--- config.mk ---
export PLATFORM = sky130hd
export DESIGN_NAME = hub75_bcm_scan_ctrl
export DESIGN_NICKNAME = d
export VERILOG_FILES = /design/src/rtl/hub75_bcm_scan_ctrl_pkg.sv /design/src/rtl/bcm_ontime_timer.sv /design/src/rtl/hub75_bcm_scan_ctrl.sv
export SDC_FILE = /design/constraint.sdc
export NUM_CORES = 1
export LEC_CHECK = 0
export CORE_ASPECT_RATIO = 1.4
export CORE_MARGIN = 3
export CORE_UTILIZATION = 50
export CTS_CLUSTER_SIZE = 14
export DETAILED_ROUTE_END_ITERATION = 7
export HOLD_SLACK_MARGIN = 0.08
export PLACE_DENSITY = 0.74
export SKIP_LAST_GASP = 1
export SLEW_MARGIN = 20
export SYNTH_ARGS = -nofsm -noshare
export SYNTH_HDL_FRONTEND = slang
export SYNTH_SLANG_ARGS = --single-unit
--- constraint.sdc ---
create_clock -name clk -period 6.3 [get_ports clk]
set_input_delay 0.945 -clock clk [delete_from_list [all_inputs] [get_ports clk]]
set_output_delay 0.945 -clock clk [all_outputs]
set_load 0.005 [all_outputs]
--- src/rtl/hub75_bcm_scan_ctrl_pkg.sv ---
// ---------------------------------------------------------------------------
// hub75_pkg
// Shared types and widths for the HUB75 scan controller.
//   scan_state_t : scan FSM states
//   COL_W/ROW_W/PLANE_W : counter widths for the 64x64 (1/32 scan) panel path
//   DELAY_W      : width of the plane-0 on-time input
//   ONTIME_W     : width of the on-time down-counter (2047 << 3 fits in 14 bits)
//   ontime_cycles() : on-time for a plane, with a base of 0 promoted to 1
// ---------------------------------------------------------------------------
package hub75_pkg;

    typedef enum logic [2:0] {
        ST_IDLE,
        ST_SHIFT,
        ST_LATCH,
        ST_DISPLAY,
        ST_BLANK
    } scan_state_t;

    localparam int COL_W    = 6;
    localparam int ROW_W    = 5;
    localparam int PLANE_W  = 2;
    localparam int DELAY_W  = 11;
    localparam int ONTIME_W = 14;

    function automatic logic [ONTIME_W-1:0] ontime_cycles(
        input logic [DELAY_W-1:0] base,
        input logic [PLANE_W-1:0] shamt
    );
        logic [ONTIME_W-1:0] base_ext;
        // A zero base would give a zero-length DISPLAY; clamp it to one cycle.
        base_ext = (base == '0) ? ONTIME_W'(1) : ONTIME_W'(base);
        return base_ext << shamt;
    endfunction

endpackage

--- src/rtl/bcm_ontime_timer.sv ---
// ---------------------------------------------------------------------------
// bcm_ontime_timer
// Loadable down-counter that times the output-enable window of one BCM plane.
//   clk      in  : pixel-domain clock
//   rst      in  : asynchronous active-high reset
//   i_load   in  : load max(i_base,1) << i_shift (asserted in LATCH)
//   i_run    in  : count down (asserted in DISPLAY)
//   i_shift  in  : plane index, i.e. the binary weight of the plane
//   i_base   in  : plane-0 on-time in cycles
//   o_done   out : last DISPLAY cycle (count has reached 1 while running)
// ---------------------------------------------------------------------------
module bcm_ontime_timer
    import hub75_pkg::*;
(
    input  logic               clk,
    input  logic               rst,
    input  logic               i_load,
    input  logic               i_run,
    input  logic [PLANE_W-1:0] i_shift,
    input  logic [DELAY_W-1:0] i_base,
    output logic               o_done
);

    logic [ONTIME_W-1:0] r_count;

    always_ff @(posedge clk or posedge rst) begin
        if (rst) begin
            r_count <= '0;
        end else if (i_load) begin
            r_count <= ontime_cycles(i_base, i_shift);
        end else if (i_run && (r_count != '0)) begin
            r_count <= r_count - 1'b1;
        end
    end

    // The first DISPLAY cycle sees the loaded value N, so reaching 1 marks
    // exactly N cycles with the output enabled.
    assign o_done = i_run && (r_count == ONTIME_W'(1));

endmodule

--- src/rtl/hub75_bcm_scan_ctrl.sv ---
// ---------------------------------------------------------------------------
// hub75_bcm_scan_ctrl
// Row / column / BCM-plane scan sequencer for a HUB75 panel, including the
// double-buffer swap handshake with the frame-buffer writer.
//   clk        in  : pixel-domain (divided) clock
//   rst        in  : asynchronous active-high reset
//   en         in  : run enable, looked at only in IDLE and at frame end
//   base_delay in  : plane-0 on-time in cycles (0 behaves as 1)
//   swap_req   in  : level request to flip display buffers
//   swap_ack   out : one-cycle pulse when a swap is taken
//   buf_sel    out : buffer currently displayed
//   pix_addr   out : {row, col} frame-buffer read address
//   plane      out : current BCM bit plane
//   row        out : panel row address
//   px_clk_en  out : pixel shift clock enable
//   latch      out : active-high latch strobe
//   noe        out : active-high output disable
//   frame_done out : one-cycle pulse in the last cycle of each frame
// ---------------------------------------------------------------------------
module hub75_bcm_scan_ctrl
    import hub75_pkg::*;
#(
    parameter int COLS   = 64,
    parameter int ROWS   = 32,
    parameter int PLANES = 4
) (
    input  logic                     clk,
    input  logic                     rst,
    input  logic                     en,
    input  logic [DELAY_W-1:0]       base_delay,
    input  logic                     swap_req,
    output logic                     swap_ack,
    output logic                     buf_sel,
    output logic [ROW_W+COL_W-1:0]   pix_addr,
    output logic [PLANE_W-1:0]       plane,
    output logic [ROW_W-1:0]         row,
    output logic                     px_clk_en,
    output logic                     latch,
    output logic                     noe,
    output logic                     frame_done
);

    scan_state_t        r_state;
    scan_state_t        w_state_next;

    logic [COL_W-1:0]   r_col;
    logic [ROW_W-1:0]   r_row;
    logic [PLANE_W-1:0] r_plane;

    logic               r_px_clk_en;
    logic               r_latch;
    logic               r_noe;
    logic               r_frame_done;
    logic               r_swap_ack;
    logic               r_buf_sel;

    logic               w_last_col;
    logic               w_last_plane;
    logic               w_last_row;
    logic               w_frame_end;
    logic               w_timer_done;
    logic               w_enter_frame_end;

    assign w_last_col   = (r_col   == COL_W'(COLS - 1));
    assign w_last_plane = (r_plane == PLANE_W'(PLANES - 1));
    assign w_last_row   = (r_row   == ROW_W'(ROWS - 1));
    assign w_frame_end  = w_last_plane && w_last_row;

    // row/plane hold through BLANK, so the frame-end BLANK is entered from
    // the last DISPLAY cycle of the last plane of the last row.
    assign w_enter_frame_end = (r_state == ST_DISPLAY) && w_timer_done && w_frame_end;

    bcm_ontime_timer u_ontime (
        .clk     (clk),
        .rst     (rst),
        .i_load  (r_state == ST_LATCH),
        .i_run   (r_state == ST_DISPLAY),
        .i_shift (r_plane),
        .i_base  (base_delay),
        .o_done  (w_timer_done)
    );

    always_comb begin
        w_state_next = r_state;
        case (r_state)
            ST_IDLE:    if (en) w_state_next = ST_SHIFT;
            ST_SHIFT:   if (w_last_col) w_state_next = ST_LATCH;
            ST_LATCH:   w_state_next = ST_DISPLAY;
            ST_DISPLAY: if (w_timer_done) w_state_next = ST_BLANK;
            ST_BLANK: begin
                // en only matters at frame end: a running frame is never cut short.
                if (w_frame_end && !en) w_state_next = ST_IDLE;
                else                    w_state_next = ST_SHIFT;
            end
            default:    w_state_next = ST_IDLE;
        endcase
    end

    always_ff @(posedge clk or posedge rst) begin
        if (rst) begin
            r_state      <= ST_IDLE;
            r_col        <= '0;
            r_row        <= '0;
            r_plane      <= '0;
            r_px_clk_en  <= 1'b0;
            r_latch      <= 1'b0;
            r_noe        <= 1'b1;
            r_frame_done <= 1'b0;
            r_swap_ack   <= 1'b0;
            r_buf_sel    <= 1'b0;
        end else begin
            r_state <= w_state_next;

            // Strobes are decoded from the next state so they line up with
            // the state they belong to while still coming straight from flops.
            r_px_clk_en  <= (w_state_next == ST_SHIFT);
            r_latch      <= (w_state_next == ST_LATCH);
            r_noe        <= (w_state_next != ST_DISPLAY);
            r_frame_done <= w_enter_frame_end;
            r_swap_ack   <= w_enter_frame_end && swap_req;
            if (w_enter_frame_end && swap_req) begin
                r_buf_sel <= ~r_buf_sel;
            end

            if (r_state == ST_SHIFT) begin
                r_col <= w_last_col ? '0 : r_col + 1'b1;
            end

            // Advancing on BLANK exit keeps row stable while noe is low.
            if (r_state == ST_BLANK) begin
                if (w_last_plane) begin
                    r_plane <= '0;
                    r_row   <= w_last_row ? '0 : r_row + 1'b1;
                end else begin
                    r_plane <= r_plane + 1'b1;
                end
            end
        end
    end

    assign pix_addr   = {r_row, r_col};
    assign plane      = r_plane;
    assign row        = r_row;
    assign px_clk_en  = r_px_clk_en;
    assign latch      = r_latch;
    assign noe        = r_noe;
    assign frame_done = r_frame_done;
    assign swap_ack   = r_swap_ack;
    assign buf_sel    = r_buf_sel;

endmodule

# Yosys cells after proc, flatten, opt, wreduce, memory -nomap -nowiden
# Index checks and enable logic that the tools add are counted.
# word_totals
ff_bits	36
wordCells	52
output_inout_bits	24
input_bits	15
# op_classes
bitwise_logic	1
muxes	11
add_sub_neg	4
n_reduce_logical	13
shift	1
eq_ne	11
# ops
cell	count
14-bit 2-to-1 mux	2
3-bit one-hot mux with 5 select lines	1
14-bit by 1-bit == test with 1-bit output (second input constant)	1
14-bit nonzero test	1
14-bit by 2-bit << shifter with 14-bit output	1
14-bit by 1-bit subtractor with 14-bit output (second input constant)	1
11-bit zero test	1
11-bit 2-to-1 mux	1
3-bit by 2-bit == test with 1-bit output (second input constant)	3
3-bit 2-to-1 mux	3
1-bit logical AND	7
6-bit by 1-bit adder with 6-bit output (second input constant)	1
3-bit by 1-bit == test with 1-bit output (second input constant)	2
6-bit == test (second input constant)	1
6-bit 2-to-1 mux	1
5-bit by 1-bit adder with 5-bit output (second input constant)	1
5-bit == test (second input constant)	1
5-bit 2-to-1 mux	1
3-bit == test (second input constant)	1
3-bit zero test	1
3-bit by 2-bit != test with 1-bit output (second input constant)	1
2-bit by 1-bit adder with 2-bit output (second input constant)	1
2-bit == test (second input constant)	1
2-bit 2-to-1 mux	1
5 further kinds	5

# Logic depth before layout (Yosys ltp)
# Gate-level depths: netlist (run 1).
# logic_depth
word_depth	6
depth_mapped	7
ltp_nobuf	7

# By module
# A second synthesis (run 1) with hierarchy kept.
# unflattened
hier_cells	241
area_unflattened_um2	2242.2
# modules_own_cells
mod	area_each_um2	cells_per_inst	instances
bcm_ontime_timer	1184.9	140	1
hub75_bcm_scan_ctrl	1057.3	101	1

# Worst setup path before layout (run 1)
# Ideal clock, no wire load.
# synth_timing
path_kind	flip-flop to flip-flop
from	register u_ontime.r_count[0]
to	register u_ontime.r_count[2]
path_stages_with_launch	7
required_ps	6157
t_arrival_ps	1883
synth_period_minus_slack_ps	2026
setup_slack_ps	4274
path_cell_list	dfrtp_1 -> inv_1 -> ha_1 -> or4b_1 -> or4_4 -> a311oi_1 -> a311oi_1
# synth_between
elab_chain_cells	3
elab_cells_between_ends	6
classes_between	add/sub: 1; mux: 2; reduce/logical: 3
# synth_lines
item	line_no	text
from (decl)	bcm_ontime_timer.sv:24	logic [ONTIME_W-1:0] r_count;
from (signal assigned)	bcm_ontime_timer.sv:30	r_count <= ontime_cycles(i_base, i_shift);
from (signal assigned)	bcm_ontime_timer.sv:32	r_count <= r_count - 1'b1;
14-bit by 1-bit subtractor with 14-bit output / 14-bit nonzero test (equally long branches)	bcm_ontime_timer.sv:32, bcm_ontime_timer.sv:31	
14-bit 2-to-1 mux / 1-bit logical AND (equally long branches)	bcm_ontime_timer.sv:31	end else if (i_run && (r_count != '0)) begin
14-bit 2-to-1 mux / 2-bit nonzero test (equally long branches)	--	
# Parallel ways exist; a longest one is shown, timed or not. The select of a mux whose other input is x is not followed.
# A chain may end at the register's enable or synchronous reset.

# Worst setup path in the final report (run 1)
# layout_timing
from	register r_plane[0], in the netlist plane[0]
to	output plane[0]
# layout_rtl
item	line_no	text
from (decl)	hub75_bcm_scan_ctrl.sv:48	logic [PLANE_W-1:0] r_plane;
from (signal assigned)	hub75_bcm_scan_ctrl.sv:135	r_plane <= r_plane + 1'b1;
to (decl)	hub75_bcm_scan_ctrl.sv:35	output logic [PLANE_W-1:0] plane,
# No word-level cell between the ends.

==> results of run 1 <==
sequential cells by signal (all words and copies together) (netlist names):
signal,cells
buf_sel,1
row,5
r_col,6
r_state,3
swap_ack,1
u_ontime.r_count,14
noe,1
frame_done,1
latch,1
px_clk_en,1
plane,2
cell type report:
class	instances	area, um2	share of cell area (%)
clock buffer	5	68.82	2.429
clock inverter	3	42.54	1.502
inverter	6	22.52	0.7951
multi-input combinational	191	1326	46.82
sequential	36	902.1	31.85
tap	60	75.07	2.650
timing repair buffer	40	395.4	13.96
how the worst max path moves through the flow:
| stage | to | slack [ns] | cells past startpoint |
|---|---|---|---|
| finish | plane[0] | 3.58 | 1 |
| global placement | u_ontime.r_count[1]$_DFFE_PP0P_ | 3.74 | 5 |
| floorplan | u_ontime.r_count[2]$_DFFE_PP0P_ | 4.27 | 6 |
| global route | plane[0] | 3.48 | 1 |
| detailed placement | u_ontime.r_count[2]$_DFFE_PP0P_ | 3.68 | 5 |
| CTS | plane[0] | 3.58 | 1 |
layer usage:
layer  vias to the layer above  track usage, %  share of wire [%]
met1                      1010           25.81                 41
met2                        84           36.78                 50
met4                         0           11.39                4.2
met5                         -               0                  0
met3                        22           4.651                4.5
li1                       1026               -                  -
cell usage in the layout, fill, tap and decap left out, types with 5 or more instances in the layout:
cell type / n
or3_1: 5
a21oi_1: 9
clkdlybuf4s50_1: 38
ha_1: 7
nor3_1: 7
nand2_1: 27
dfrtp_1: 35
nor2_1: 14
mux2i_1: 8
o21ai_0: 10
clkbuf_8: 5
nand3_1: 9
nor4_1: 10
o21ai_1: 6
inv_1: 6
power groups by stage:
stage | sequential, uW | combinational (uW) | clock [uW]
after floorplan | 238 | 10.4 | 0
after global placement | 238 | 25.3 | 0
after detailed placement | 238 | 25.4 | 0
after CTS | 234 | 25.5 | 207
after global routing | 234 | 27.6 | 218
final | 234 | 25.2 | 204
kinds of logic (layout without fill, tap and decap cells):
family	after synthesis	after routing	share of synthesized area, %
buffers and inverters	26	54	5.165
multiplexers	14	14	7.721
flip-flops	36	36	38.39
adder cells (fa/ha/maj)	7	7	3.727
AND/OR/NAND/NOR	106	106	25.93
XOR/XNOR	3	3	1.118
AO/OA/AOI/OAI	61	61	17.95
metrics by stage:
stage               std cells  hold slack [ns]  util (%)
floorplan                 253           0.4647         -
global placement          333           0.4523     62.14
detailed placement        333           0.4707     62.14
CTS                       341           0.4820     64.69
global route              341           0.5336     64.69
finish                    341           0.4768     64.69
==> out/results.ini, run 1 <==
[outcome]
outcome = completed

[yosys]
synthFlopType = dfrtp_1
ys_types = 64
synth.most_common_cell = dfrtp_1
synth_top_area_share_pct = 37.27
synth.area.top_cells = dfrtp_1, nand2_1, ha_1, mux2i_1, mux4_2
ys_ff_latch = 36
synthArstFlopShare_pct = 100.0
avgSynthCellArea_um2 = 9.288
syn-num-nets = 275
ys.warnings.count = 0
synth-edff-count = 0
ys_top_cells_by_count = dfrtp_1, nand2_1, nor2_1
ys_seq_area_share_pct = 38.39
synthCells = 253
synth_top_cell_by_area = dfrtp_1
synth_area_mm2 = 0.002350

[power_and_ir_drop]
clkPwrFrac_pct = 44.0
p_per_area_mw_per_mm2 = 163.3
combPwrFrac_pct = 5.5
swShare_pct = 21.85
power_uw = 462.5
p_int_uw = 361.4
irDropWorstVdd_mv = 0.1050
power_switching_uw = 101.0
leakagePower_uw = 0.001092
seqPwrFrac_pct = 50.5

[clocking]
post_cts_buffers = 0
cts_buffers = 5
cts_resized = 0
cts-root-buf = clkbuf_8
cts-hold-fix-buffers = 0
clk_latency_ns = 0.29
clock_sinks = 36
cts.clk_slew.worst_paths_ns = 0.08
cts_buffer_depth = 2
cts_tree = built
h-tree-depth = 2

[worst_hold_path]
holdPathEnd = buf_sel$_DFFE_PP0P_
hp-class = reg2reg
min_from = buf_sel$_DFFE_PP0P_
hold_depth = 1

[critical_path]
cp_cell_sequence = clkdlybuf4s50_1
slowest_delay_ns = 0.84
crit_path_start = plane[0]$_DFFE_PP0N_
cpMaxStageDelayCell = dfrtp_1
rr_startpoint = u_ontime.r_count[1]$_DFFE_PP0P_
rr_worst_depth = 6
required_ns = 5.35
arrival_ns = 1.77
critical_path_class = reg2out
cp_top_family = flip-flops
r2r_slack_ns = 3.98
start_kind = register
worstReg2RegEnd = u_ontime.r_count[4]$_DFFE_PP0P_
cp-end-kind = primary output
cp_max_fo = 21
path_buf_inv = 1

[drt]
drt_iter0_drc = 68
via_per_inst = 6.282
wl_per_cell_um = 16.76
drt_pass1_iterations = 4
remaining_drc_errors = 0
ant_nets = 0
drt_wl_total_um = 5714
num_vias = 2142

[sta]
finalMaxSlewViolations = 0
clock_skew_ns = 0.008118
setup_violations = 0
min_period_ns = 2.720
max_freq_ghz = 0.3677
finalCritPeriodShare_pct = 43.17
worstMarginPinSlew_ns = 0.8279
max_slew_margin_pct = 44.38
timing.final.ws_setup_ns = 3.580
hold_violations = 0
rsz0062_at_grt = false
setup_tns_ns = 0

[global_route]
grtUsageTotal_pct = 21.78
grt_max_degree = 37
grt_antenna_before_repair = 0
grt_pass1_wl_um = 9508
grt_overflow = 0
first_global_vias = 2035

[die]
fp.dieH_um = 87.11
initial_core_util_pct = 53.66
ios = 39
core_mm2 = 0.004379
die_width_um = 63.94
dieArea_mm2 = 0.005569
rows = 28

[flow_run]
drv_cap = 0

[layout]
finalInstanceArea_mm2 = 0.002833
fillCellCount = 367
num_antenna_cells = 0
layout-drive-gt1-share_pct = 8.897
nets = 302
area_growth_pct = 20.55

[placement]
io_buffers = 38
gp_congestion = 0.8888
hpwlAfterDp_um = 4164
dp_slack_ns = 3.681
place_area_mm2 = 0.002721

No activity file was read; power rests on OpenSTA's default activity.
==> inputs of run 2 (changes only) <==
Clock period 6.3 ns to 2.7 ns, I/O delays scaled along.
==> run 2 against run 1 <==
Net effect: total power is 130% higher; non-clock buffer count rose by 4; clock power increased by 130%; combinational power grew 130%; global-route usage grew 1.1 points; sequential power is 130% higher; clock skew shrank 0.0025 ns; die area stayed put.
==> out/results.ini, run 2 (synthesis results as in run 1) <==
[clocking]
h-tree-depth = 2  ; unchanged
cts_resized = 0  ; unchanged
cts-root-buf = clkbuf_8
post_cts_buffers = 0  ; unchanged
cts-hold-fix-buffers = 0  ; unchanged
cts_tree = built
cts_buffer_depth = 2  ; unchanged
clk_latency_ns = 0.29  ; about the same
clock_sinks = 36  ; unchanged
cts.clk_slew.worst_paths_ns = 0.07  ; about the same
cts_buffers = 5  ; unchanged

[critical_path]
r2r_slack_ns = 0.48  ; -3.50 ns
rr_worst_depth = 6  ; unchanged
cp_max_fo = 8  ; -62%
crit_path_start = u_ontime.r_count[0]$_DFFE_PP0P_
start_kind = register
required_ns = 2.88  ; -2.47 ns
arrival_ns = 2.40  ; +0.63 ns
worstReg2RegEnd = u_ontime.r_count[8]$_DFFE_PP0P_
rr_startpoint = u_ontime.r_count[0]$_DFFE_PP0P_
critical_path_class = reg2reg
cp-end-kind = register

[sta]
min_period_ns = 2.220
finalCritPeriodShare_pct = 82.22
clock_skew_ns = 0.005666  ; -0.002452 ns
setup_violations = 0  ; unchanged
rsz0062_at_grt = false
worstMarginPinSlew_ns = 0.5150  ; -0.3129 ns
max_freq_ghz = 0.4505
worst_hold_slack_ns = 0.4666  ; -0.01017 ns
setup_tns_ns = 0  ; unchanged
hold_violations = 0  ; unchanged
max_slew_margin_pct = 65.67  ; +21 points
finalMaxSlewViolations = 0  ; unchanged

[worst_hold_path]
hold_depth = 1  ; unchanged
holdPathEnd = buf_sel$_DFFE_PP0P_
min_from = buf_sel$_DFFE_PP0P_
hp-class = reg2reg

[die]
dieArea_mm2 = 0.005569  ; unchanged
ios = 39  ; unchanged
die_width_um = 63.94  ; unchanged
rows = 28  ; unchanged
fp.dieH_um = 87.11  ; unchanged
core_mm2 = 0.004379  ; unchanged
initial_core_util_pct = 53.66  ; unchanged

[drt]
remaining_drc_errors = 0  ; unchanged
drt_pass1_iterations = 4  ; unchanged
via_per_inst = 6.212  ; -1.1%
ant_nets = 0  ; unchanged
num_vias = 2143  ; +0.047%
drt_iter0_drc = 158  ; +130%
drt_wl_total_um = 5922  ; +3.6%
wl_per_cell_um = 17.17  ; +2.4%

[global_route]
grt_pass1_wl_um = 9998  ; +5.2%
grtUsageTotal_pct = 22.92  ; +1.1 points
grt_antenna_before_repair = 0  ; unchanged
grt_max_degree = 37  ; unchanged
grt_overflow = 0  ; unchanged
first_global_vias = 2045  ; +0.49%

[outcome]
outcome = completed

[layout]
area_growth_pct = 21.83
fillCellCount = 383  ; +4.4%
nets = 306  ; +1.3%
layout_commonest_cell = clkdlybuf4s50_1
fin_util_pct = 65.37  ; +0.69 points
layout-drive-gt1-share_pct = 10.18  ; +1.3 points
max_flop_register = u_ontime.r_count
final_cell_mix = clkdlybuf4s50_1, dfrtp_1, nand2_1
num_antenna_cells = 0  ; unchanged
largest_reg_flops = 14  ; unchanged
instances_no_fill = 345  ; +1.2%
finalInstanceArea_mm2 = 0.002863  ; +1.1%

[placement]
io_buffers = 38  ; unchanged
gp_congestion = 0.9579  ; +7.8%
hpwlAfterDp_um = 4403  ; +5.7%
post-place-cells = 337  ; +1.2%
place_area_mm2 = 0.002751  ; +1.1%

[power_and_ir_drop]
irDropWorstVdd_mv = 0.3619  ; +240%
p_per_area_mw_per_mm2 = 375.5  ; +130%
leakagePower_uw = 0.001113  ; +1.9%

[flow_run]
drv_cap = 0  ; unchanged

[run 2: changes by cell type in the layout (fill, tap and decap cells not counted), sizes merged]
cell  previous run  this run
buf              2         6
[run 2: worst max-delay path, cell delays in order, from the launching register on]
cell and delay (ns):
dfrtp_1 0.43, inv_1 0.13, ha_1 0.18, or4b_1 0.51, nor4_4 0.39, nor2_2 0.15
a311oi_1 0.33
[run 2: how the worst max path moves through the flow]
stage                                                  to  slack (ns)  cells past startpoint
final                     u_ontime.r_count[8]$_DFFE_PP0P_        0.48                      6
after global routing      u_ontime.r_count[8]$_DFFE_PP0P_        0.30                      6
after CTS                 u_ontime.r_count[8]$_DFFE_PP0P_        0.49                      6
after detailed placement  u_ontime.r_count[8]$_DFFE_PP0P_        0.51                      6
after global placement    u_ontime.r_count[3]$_DFFE_PP0P_        0.57                      6
after floorplan           u_ontime.r_count[2]$_DFFE_PP0P_        0.67                      6
[run 2: through the flow]
stage	total power [uW]	setup slack [ns]
floorplan	578.7	0.6736
global placement	613.7	0.5745
detailed placement	614.7	0.5075
CTS	1090	0.4888
global route	1118	0.2951
finish	1075	0.4801
[run 2: area by class of cell]
cell class                 instances  area [um2]  share of cell area [%]
timing repair buffer              44       425.4                   14.86
clock buffer                       5       68.82                   2.404
inverter                           6       22.52                  0.7867
sequential                        36       902.1                   31.51
multi-input combinational        191        1326                   46.33
clock inverter                     3       42.54                   1.486
tap                               60       75.07                   2.622
[run 2: routing by layer]
metal,part of all wire (%),global-route usage (%)
met1,41,28.11
met4,3.6,10.61
met2,51,38.76
met5,0,0
met3,4.6,4.264
[run 2: report_power, final]
part	leakage, uW	total (uW)	switching (uW)	internal, uW
logic	0.000638	58.8	29.8	29.1
registers	0.000421	545	4.00	541
clock network	0.0000541	471	198	273
